$ cat config.mk
export PLATFORM = sky130hd
export DESIGN_NAME = async_fifo_wr_ctrl_flat
export DESIGN_NICKNAME = d
export VERILOG_FILES = /design/src/rtl/async_fifo_wr_ctrl_if.sv /design/src/rtl/async_fifo_wr_ctrl.sv /design/src/flat_wrapper.sv
export SDC_FILE = /design/constraint.sdc
export NUM_CORES = 1
export LEC_CHECK = 0
export CORE_MARGIN = 2
export CORE_UTILIZATION = 40
export CTS_BUF_LIST = sky130_fd_sc_hd__clkbuf_8 sky130_fd_sc_hd__clkbuf_16
export CTS_CLUSTER_DIAMETER = 80
export DETAILED_ROUTE_END_ITERATION = 6
export PLACE_DENSITY_LB_ADDON = 0.2
export SLEW_MARGIN = 10
export SYNTH_ARGS = -nofsm -noshare
export SYNTH_HDL_FRONTEND = slang
export SYNTH_SLANG_ARGS = --single-unit
$ cat constraint.sdc
create_clock -name clk_wrt -period 2.91 [get_ports clk_wrt]
set_clock_uncertainty 0.2 [all_clocks]
set_input_delay 0.4365 -clock clk_wrt [delete_from_list [all_inputs] [get_ports clk_wrt]]
set_output_delay 0.4365 -clock clk_wrt [all_outputs]
set_load 0.02 [all_outputs]
$ cat src/rtl/async_fifo_wr_ctrl_if.sv
// Write-side bundle of the dual-clock FIFO: upstream valid/ready stream plus memory write port.
// slave is the controller view; master is the upstream/memory environment view.
interface async_fifo_wr_ctrl_if #(
  parameter int unsigned DW = 4,
  parameter int unsigned AW = 3
);
  logic          wr_valid;
  logic [DW-1:0] wr_data;
  logic          wr_ready;
  logic          mem_we;
  logic [AW-1:0] mem_waddr;
  logic [DW-1:0] mem_wdata;

  modport master (
    output wr_valid,
    output wr_data,
    input  wr_ready,
    input  mem_we,
    input  mem_waddr,
    input  mem_wdata
  );

  modport slave (
    input  wr_valid,
    input  wr_data,
    output wr_ready,
    output mem_we,
    output mem_waddr,
    output mem_wdata
  );
endinterface

$ cat src/rtl/async_fifo_wr_ctrl.sv
// Write-domain controller of a dual-clock FIFO: pointers, read-pointer sync, full/level/overflow.
// Define WR_SYNC3_EN for a three-stage read-pointer synchroniser (high-frequency clk_wrt).
module async_fifo_wr_ctrl #(
  parameter int unsigned DW        = 4,
  parameter int unsigned AW        = 3,
  parameter int unsigned AF_MARGIN = 2
) (
  input  logic                 clk_wrt,
  input  logic                 reset,
  async_fifo_wr_ctrl_if.slave  wr_if,
  input  logic [AW:0]          rd_ptr_gray_in,
  output logic [AW:0]          wr_ptr_gray_out,
  output logic                 full,
  output logic                 almost_full,
  output logic [AW:0]          wr_level,
  input  logic                 ovf_clr,
  output logic                 overflow
);

  localparam int unsigned Depth    = 1 << AW;
  localparam int unsigned AfInt    = Depth - AF_MARGIN;
  localparam logic [AW:0] AfThresh = AfInt[AW:0];
  // Full when the write pointer is exactly one lap ahead: top two Gray bits inverted.
  localparam logic [AW:0] FullFlip = {2'b11, {(AW - 1){1'b0}}};

  function automatic logic [AW:0] gray2bin(input logic [AW:0] g);
    logic [AW:0] b;
    b[AW] = g[AW];
    for (int i = int'(AW) - 1; i >= 0; i--) begin
      b[i] = b[i + 1] ^ g[i];
    end
    return b;
  endfunction

  logic [AW:0] wr_bin_q, wr_bin_d;
  logic [AW:0] wr_gray_q, wr_gray_d;
  logic [AW:0] rq1_q, rq2_q;
  logic [AW:0] rptr_sync;
  logic        almost_full_q, almost_full_d;
  logic        overflow_q, overflow_d;
  logic        accept;

`ifdef WR_SYNC3_EN
  logic [AW:0] rq3_q;

  always_ff @(posedge clk_wrt) begin
    if (reset) begin
      rq3_q <= '0;
    end else begin
      rq3_q <= rq2_q;
    end
  end

  assign rptr_sync = rq3_q;
`else
  assign rptr_sync = rq2_q;
`endif

  always_comb begin
    full          = (wr_gray_q == (rptr_sync ^ FullFlip));
    wr_level      = wr_bin_q - gray2bin(rptr_sync);
    // Reset drops any write presented in the same cycle.
    accept        = wr_if.wr_valid && !full && !reset;
    wr_bin_d      = accept ? wr_bin_q + (AW + 1)'(1) : wr_bin_q;
    wr_gray_d     = wr_bin_d ^ (wr_bin_d >> 1);
    almost_full_d = (wr_level >= AfThresh);
    overflow_d    = overflow_q;
    if (wr_if.wr_valid && full) begin
      overflow_d = 1'b1;
    end else if (ovf_clr) begin
      overflow_d = 1'b0;
    end
  end

  always_ff @(posedge clk_wrt) begin
    if (reset) begin
      wr_bin_q      <= '0;
      wr_gray_q     <= '0;
      rq1_q         <= '0;
      rq2_q         <= '0;
      almost_full_q <= 1'b0;
      overflow_q    <= 1'b0;
    end else begin
      wr_bin_q      <= wr_bin_d;
      wr_gray_q     <= wr_gray_d;
      rq1_q         <= rd_ptr_gray_in;
      rq2_q         <= rq1_q;
      almost_full_q <= almost_full_d;
      overflow_q    <= overflow_d;
    end
  end

  assign wr_ptr_gray_out = wr_gray_q;
  assign almost_full     = almost_full_q;
  assign overflow        = overflow_q;

  assign wr_if.wr_ready  = !full;
  assign wr_if.mem_we    = accept;
  assign wr_if.mem_waddr = wr_bin_q[AW-1:0];
  assign wr_if.mem_wdata = wr_if.wr_data;

endmodule

$ cat src/flat_wrapper.sv
// flat-port wrapper written by rule: the top's interface ports become plain ports
module async_fifo_wr_ctrl_flat 
#(
  parameter int unsigned DW        = 4,
  parameter int unsigned AW        = 3,
  parameter int unsigned AF_MARGIN = 2
)
  (clk_wrt, reset, rd_ptr_gray_in, wr_ptr_gray_out, full, almost_full, wr_level, ovf_clr, overflow, wr_if_wr_valid, wr_if_wr_data, wr_if_wr_ready, wr_if_mem_we, wr_if_mem_waddr, wr_if_mem_wdata);
  async_fifo_wr_ctrl_if #(.DW(DW), .AW(AW)) wr_if_i ();
  input  logic clk_wrt;
  input  logic reset;
  input  logic [AW:0] rd_ptr_gray_in;
  output logic [AW:0] wr_ptr_gray_out;
  output logic full;
  output logic almost_full;
  output logic [AW:0] wr_level;
  input  logic ovf_clr;
  output logic overflow;
  input wire logic [$bits(wr_if_i.wr_valid)-1:0] wr_if_wr_valid;
  input wire logic [$bits(wr_if_i.wr_data)-1:0] wr_if_wr_data;
  output wire logic [$bits(wr_if_i.wr_ready)-1:0] wr_if_wr_ready;
  output wire logic [$bits(wr_if_i.mem_we)-1:0] wr_if_mem_we;
  output wire logic [$bits(wr_if_i.mem_waddr)-1:0] wr_if_mem_waddr;
  output wire logic [$bits(wr_if_i.mem_wdata)-1:0] wr_if_mem_wdata;
  assign wr_if_i.wr_valid = wr_if_wr_valid;
  assign wr_if_i.wr_data = wr_if_wr_data;
  assign wr_if_wr_ready = wr_if_i.wr_ready;
  assign wr_if_mem_we = wr_if_i.mem_we;
  assign wr_if_mem_waddr = wr_if_i.mem_waddr;
  assign wr_if_mem_wdata = wr_if_i.mem_wdata;
  async_fifo_wr_ctrl #(.DW(DW), .AW(AW), .AF_MARGIN(AF_MARGIN)) u_core (.clk_wrt(clk_wrt), .reset(reset), .wr_if(wr_if_i), .rd_ptr_gray_in(rd_ptr_gray_in), .wr_ptr_gray_out(wr_ptr_gray_out), .full(full), .almost_full(almost_full), .wr_level(wr_level), .ovf_clr(ovf_clr), .overflow(overflow));
endmodule
==> results_dict.tcl, run 1 <==
set metrics [dict create \
    crit_fanout 2 \
    r2r_setup_slack_ns 0.58 \
    clock_path_buffers 2 \
    timing_max_transition_violations_final 0 \
    setup_slack_ns 0.1696 \
    grt_util_all_layers_pct 14.94 \
    p_leak_nw 0.5025 \
    synth_cell_types 25 \
    syn_to_final_growth_pct 43.64 \
    arrival_ns 2.10 \
    max_slew_margin_pct 79.11 \
    hp-class "flop to flop" \
    start_util_pct 42.68 \
    dp_cells 137 \
    io_buffers 23 \
    avgViaCountPerCell 4.396 \
    clk_pin_slew_ns 0.06 \
    p_seq_share_pct 41.7 \
    ant_nets 0 \
    hpwl_um 1178 \
    drtPass1Iterations 1 \
    irDropWorstVdd_mv 0.3228 \
    yosysSeqAreaShare_pct 40.24 \
    wirelength_um 1583 \
    rsz0062_at_grt "no" \
    die-area_um2 2499 \
    setup_viol 0 \
    total_power_mw 0.6020 \
    slowest_stage "dfxtp_1" \
    numClockSinks 17 \
    synth_top_area_share_pct 40.24 \
    syn_area_per_cell_um2 10.07 \
    synth_area_leaders "dfxtp_1, xnor2_1, xor2_1" \
    drc_errors 0 \
    grt_pass1_vias 624 \
    drt-wirelength-per-cell_um 10.99 \
    grt_max_degree 18 \
    sw_frac_of_total_pct 28.68 \
    cpPeakStageDelay_ns 0.34 \
    timing.rr.start "u_core.rptr_sync[3]$_SDFF_PP0_" \
    min_period_over_period_pct 94.17 \
    insertion_delay_ns 0.25 \
    fp.dieW_um 49.99 \
    final.min_clock_period_ns 2.740 \
    die_y_um 49.99 \
    postCtsHoldBufs 0 \
    ys_ff_latch 17 \
    synth_flop_cell "dfxtp_1" \
    diodes 0 \
    gr-total-overflow 0 \
    p_switching_mw 0.1726 \
    worstSetupPathType "flop to primary output" \
    dr_total_vias 633 \
    holdWs_ns 0.2411 \
    synth_top_cell_by_area "dfxtp_1" \
    synth_edf_count 0 \
    combPwrFrac_pct 28.9 \
    regArea_um2 340.3 \
    fmax_mhz 364.9 \
    hold_violations 0 \
    pin_count 32 \
    row_count 16 \
    final_nets 135 \
    cp-end-kind "primary output" \
    final_cell_area_um2 1215 \
    cts_buffers 3 \
    place_ws_ns -0.1151 \
    rr_endpoint "u_core.almost_full$_SDFF_PP0_" \
    startpoint "u_core.rptr_sync[3]$_SDFF_PP0_" \
    cts-root-buf "clkbuf_8" \
    gp_congestion 0.8191 \
    holdPathStages 1 \
    hold_start "u_core.rq1_q[1]$_SDFF_PP0_" \
    fin_cells 144 \
    n_fill_cell 178 \
    p_int_mw 0.4293 \
    synth_warnings 0 \
    cts_tree "done" \
    synth_fp_nets 101 \
    critPathRequiredTime_ns 2.27 \
    antenna_found_initial 0 \
    drt_iter0_markers 0 \
    ctsHtreeMaxLevel 1 \
    multiInputGateArea_um2 470.5 \
    synth-async-reset-ratio_pct 0 \
    drive_gt1_share_pct 23.08 \
    max-cap-violations 0 \
    crit_chain "xnor2_2 > xor2_2 > buf_4 > ha_1 > a21o_1 > a21oi_1 > xor2_1 > buf_2" \
    worstHoldEndpoint "u_core.rptr_sync[1]$_SDFF_PP0_" \
    core_region_area_um2 1982 \
    syn_area_um2 845.8 \
    grt_pass1_wl_um 2711 \
    reg2regPathDepth 9 \
    place_area_um2 1139 \
    netlist_instances 84 \
    p_clk_share_pct 29.4 \
    powerDensity_nw_per_um2 495.5 \
    worst_pin_slew_ns 0.3129 \
    crit_path_start_kind "flop" \
    status "finished, final reports clean" \
]
[cells in the final DEF, fill, tap and decap left out, drive strengths merged]
cell type / n
clkdlybuf4s50: 20
dfxtp: 17
buf: 14
nor2b: 9
xnor2: 9
nor2: 8
xor2: 8
inv: 5
a21oi: 4
ha: 4
clkbuf: 4
mux2i: 2
a21o: 1
and4: 1
nand2b: 1
a41oi: 1
nand4: 1
nand3: 1
and3: 1
nor3: 1
nand2: 1
and2: 1
o21ba: 1
fa: 1
clkinv: 1
[cell usage after synthesis (all sizes together) (2+ instances only)]
cell,number
inv,5
dfxtp,17
mux2i,2
xor2,8
nor2,8
buf,5
a21oi,4
xnor2,9
ha,4
nor2b,9
[stage by stage]
step,utilization [%],setup TNS (ns)
3_3_place_gp,57.45,-0.04815
3_5_place_dp,57.45,-0.2533
6_report,61.30,0
5_1_grt,61.30,0
4_1_cts,60.98,0
2_1_floorplan,-,0
[worst max-delay path: cells and delay by family (launching register included)]
kind / cells / cell delay [ns]
adder cells (fa/ha/maj): 1 / 0.22
AO/OA/AOI/OAI: 2 / 0.33
XOR/XNOR: 3 / 0.63
flip-flops: 1 / 0.34
buffers and inverters: 2 / 0.33
[cells by family after synthesis]
| logic type | after synthesis | synth area share, % |
|---|---|---|
| xor+xnor | 17 | 18.49 |
| compound gates | 7 | 7.693 |
| flops | 17 | 40.24 |
| simple gates | 25 | 16.12 |
| buf+inv | 11 | 6.804 |
| mux | 2 | 2.367 |
| fa+ha+maj | 5 | 8.284 |
[metal layers]
metal,wire [um],global-route usage (%)
met5,0,0
met4,47,11.11
met3,84,3.939
met2,694,23.25
met1,757,17.39
[sequential cells by signal, summed over array words and instances, names as in the netlist]
name,count
u_core.wr_ptr_gray_out,4
u_core.almost_full,1
u_core.wr_bin_q,3
u_core.overflow,1
u_core.rptr_sync,4
u_core.rq1_q,4
[repair_timing]
action	CTS	global route
setup endpoints to repair	3	3
gates resized for setup	8	6
pin swaps	1	2
setup buffers	2	1
[power by group through the flow]
stage	registers [mW]	clock network, mW	logic [mW]
final	0.251	0.177	0.174
after global routing	0.253	0.192	0.190
after CTS	0.251	0.181	0.178
after detailed placement	0.256	0	0.177
after global placement	0.256	0	0.174
after floorplan	0.266	0	0.0947
[how the worst max path moves through the flow]
stage                             end  slack (ns)
after global placement    wr_level[2]       -0.03
after CTS                 wr_level[1]        0.04
after floorplan           wr_level[2]        0.33
after detailed placement  wr_level[2]       -0.12
final                     wr_level[3]        0.17
after global routing      wr_level[2]        0.04
[area by class of cell]
type	count	share of cell area, %
clock inverter	1	0.4119
tap	27	2.781
clock buffer	3	3.399
sequential	17	28.01
inverter	5	1.545
timing repair buffer	35	25.13
multi-input combinational	56	38.72
Power figures use the tool's default switching activity.
==> run 2, diff against run 1 <==
Settings changed: CTS_CLUSTER_DIAMETER 80 to 200, SKIP_CTS_REPAIR_TIMING from default to 1.
==> run 2 against run 1 <==
- hold slack hardly changed
- total power is 0.62% lower
- clock power hardly changed
- global-route usage is 0.64 points lower
- clock-buffer cell count stayed put
- die area stayed put
- first-iteration DRC count is 2 higher
- final area is 1.2% lower
- sequential power hardly changed
- sequential share of layout area is 0.35 points higher
- sequential cell count stayed put
- critical path depth stayed put
==> results_dict.tcl, run 2 (synthesis results as in run 1) <==
set metrics [dict create \
    cts_buffers 3 \
    place_ws_ns -0.1151 \
    fp.dieW_um 49.99 \
    diodes 0 \
    dr_total_vias 630 \
    grt_max_degree 18 \
    io_buffers 23 \
    worst_pin_slew_ns 0.3058 \
    gp_congestion 0.8191 \
    grt_util_all_layers_pct 14.30 \
    die-area_um2 2499 \
    ant_nets 0 \
    hold_violations 0 \
    p_leak_nw 0.5018 \
    crit_path_start_kind "flop" \
    timing_max_transition_violations_final 0 \
    use_met1_pct 17.01 \
    die_y_um 49.99 \
    max_slew_margin_pct 79.58 \
    drive_gt1_share_pct 20.00 \
    start_util_pct 42.68 \
    final.min_clock_period_ns 2.770 \
    top_usage_layer "met2" \
    irDropWorstVdd_mv 0.3221 \
    drtPass1Iterations 2 \
    setup_viol 0 \
    clock_path_buffers 2 \
    clk_pin_slew_ns 0.07 \
    max-cap-violations 0 \
    syn_to_final_growth_pct 41.86 \
    rsz0062_at_grt "yes" \
    status "finished, final reports clean" \
    drt_iter0_markers 2 \
    hpwl_um 1178 \
    critPathRequiredTime_ns 2.27 \
    wirelength_um 1536 \
    worstSetupPathType "flop to primary output" \
    n_fill_cell 177 \
    drc_errors 0 \
    row_count 16 \
    hp-class "flop to flop" \
    core_region_area_um2 1982 \
    grt_pass1_vias 625 \
    final_nets 133 \
    ctsHtreeMaxLevel 1 \
    drt-wirelength-per-cell_um 10.82 \
    layout_commonest_cell "clkdlybuf4s50_1" \
    final_cell_mix "clkdlybuf4s50_1, dfxtp_1, buf_4" \
    use_met3_pct 3.030 \
    antenna_found_initial 0 \
    insertion_delay_ns 0.25 \
    cts-root-buf "clkbuf_8" \
    total_power_mw 0.5982 \
    reg2regPathDepth 9 \
    powerDensity_nw_per_um2 498.5 \
    holdPathStages 1 \
    cts_tree "done" \
    crit_fanout 3 \
    numClockSinks 17 \
    min_period_over_period_pct 95.18 \
    pin_count 32 \
    grt_pass1_wl_um 2635 \
    setup_slack_ns 0.1402 \
    fmax_mhz 361.0 \
    cp-end-kind "primary output" \
    gr-total-overflow 0 \
    use_met2_pct 22.81 \
    avgViaCountPerCell 4.437 \
    arrival_ns 2.13 \
]
==> run 2: cell count changes in the layout (fill, tap and decap cells not counted), sizes merged <==
| cell | previous run | this run |
|---|---|---|
| buf | 14 | 10 |
| clkbuf | 4 | 5 |
| dlymetal6s2s | 0 | 1 |
==> run 2: final timing paths <==
kind	start	end	slack, ns
max	u_core.rptr_sync[2]$_SDFF_PP0_	wr_level[2]	0.14
min reg2reg	u_core.rq1_q[1]$_SDFF_PP0_	u_core.rptr_sync[1]$_SDFF_PP0_	0.24
max reg2reg	u_core.rptr_sync[2]$_SDFF_PP0_	u_core.almost_full$_SDFF_PP0_	0.60
min	u_core.rq1_q[1]$_SDFF_PP0_	u_core.rptr_sync[1]$_SDFF_PP0_	0.24
==> run 2: area by class of cell <==
cell class | count | area (um^2) | area share (%)
multi-input combinational | 56 | 462.9 | 38.58
clock inverter | 1 | 5.005 | 0.4171
inverter | 5 | 18.77 | 1.564
timing repair buffer | 33 | 297.8 | 24.82
clock buffer | 3 | 41.29 | 3.441
sequential | 17 | 340.3 | 28.36
tap | 27 | 33.78 | 2.815
==> run 2: per-stage QoR <==
stage	cells	utilization (%)	setup TNS [ns]	cell area [um^2]	hold WS, ns
2_1_floorplan	84	-	0	845.8	0.2138
3_3_place_gp	137	57.45	-0.04815	1139	0.2207
3_5_place_dp	137	57.45	-0.2533	1139	0.2318
4_1_cts	141	59.79	-1.118	1185	0.2471
5_1_grt	142	60.54	-0.04004	1200	0.2740
6_report	142	60.54	0	1200	0.2413
==> run 2: routing by layer <==
| metal | wire [um] | vias up |
|---|---|---|
| met1 | 699 | 279 |
| met5 | 0 | - |
| li1 | - | 326 |
| met4 | 59 | 0 |
| met3 | 86 | 5 |
| met2 | 690 | 20 |
==> run 2: critical path: stages (launching register included) <==
cell,delay (ns)
dfxtp_1,0.33
xnor2_2,0.23
xor2_2,0.22
xnor2_1,0.14
ha_1,0.16
inv_1,0.05
fa_1,0.37
xor2_1,0.17
clkbuf_2,0.19
==> run 2: power breakdown <==
group	switching [mW]	internal (mW)	total, mW
Clock	0.0811	0.0950	0.176
Sequential	0.00633	0.245	0.251
Combinational	0.0829	0.0879	0.171
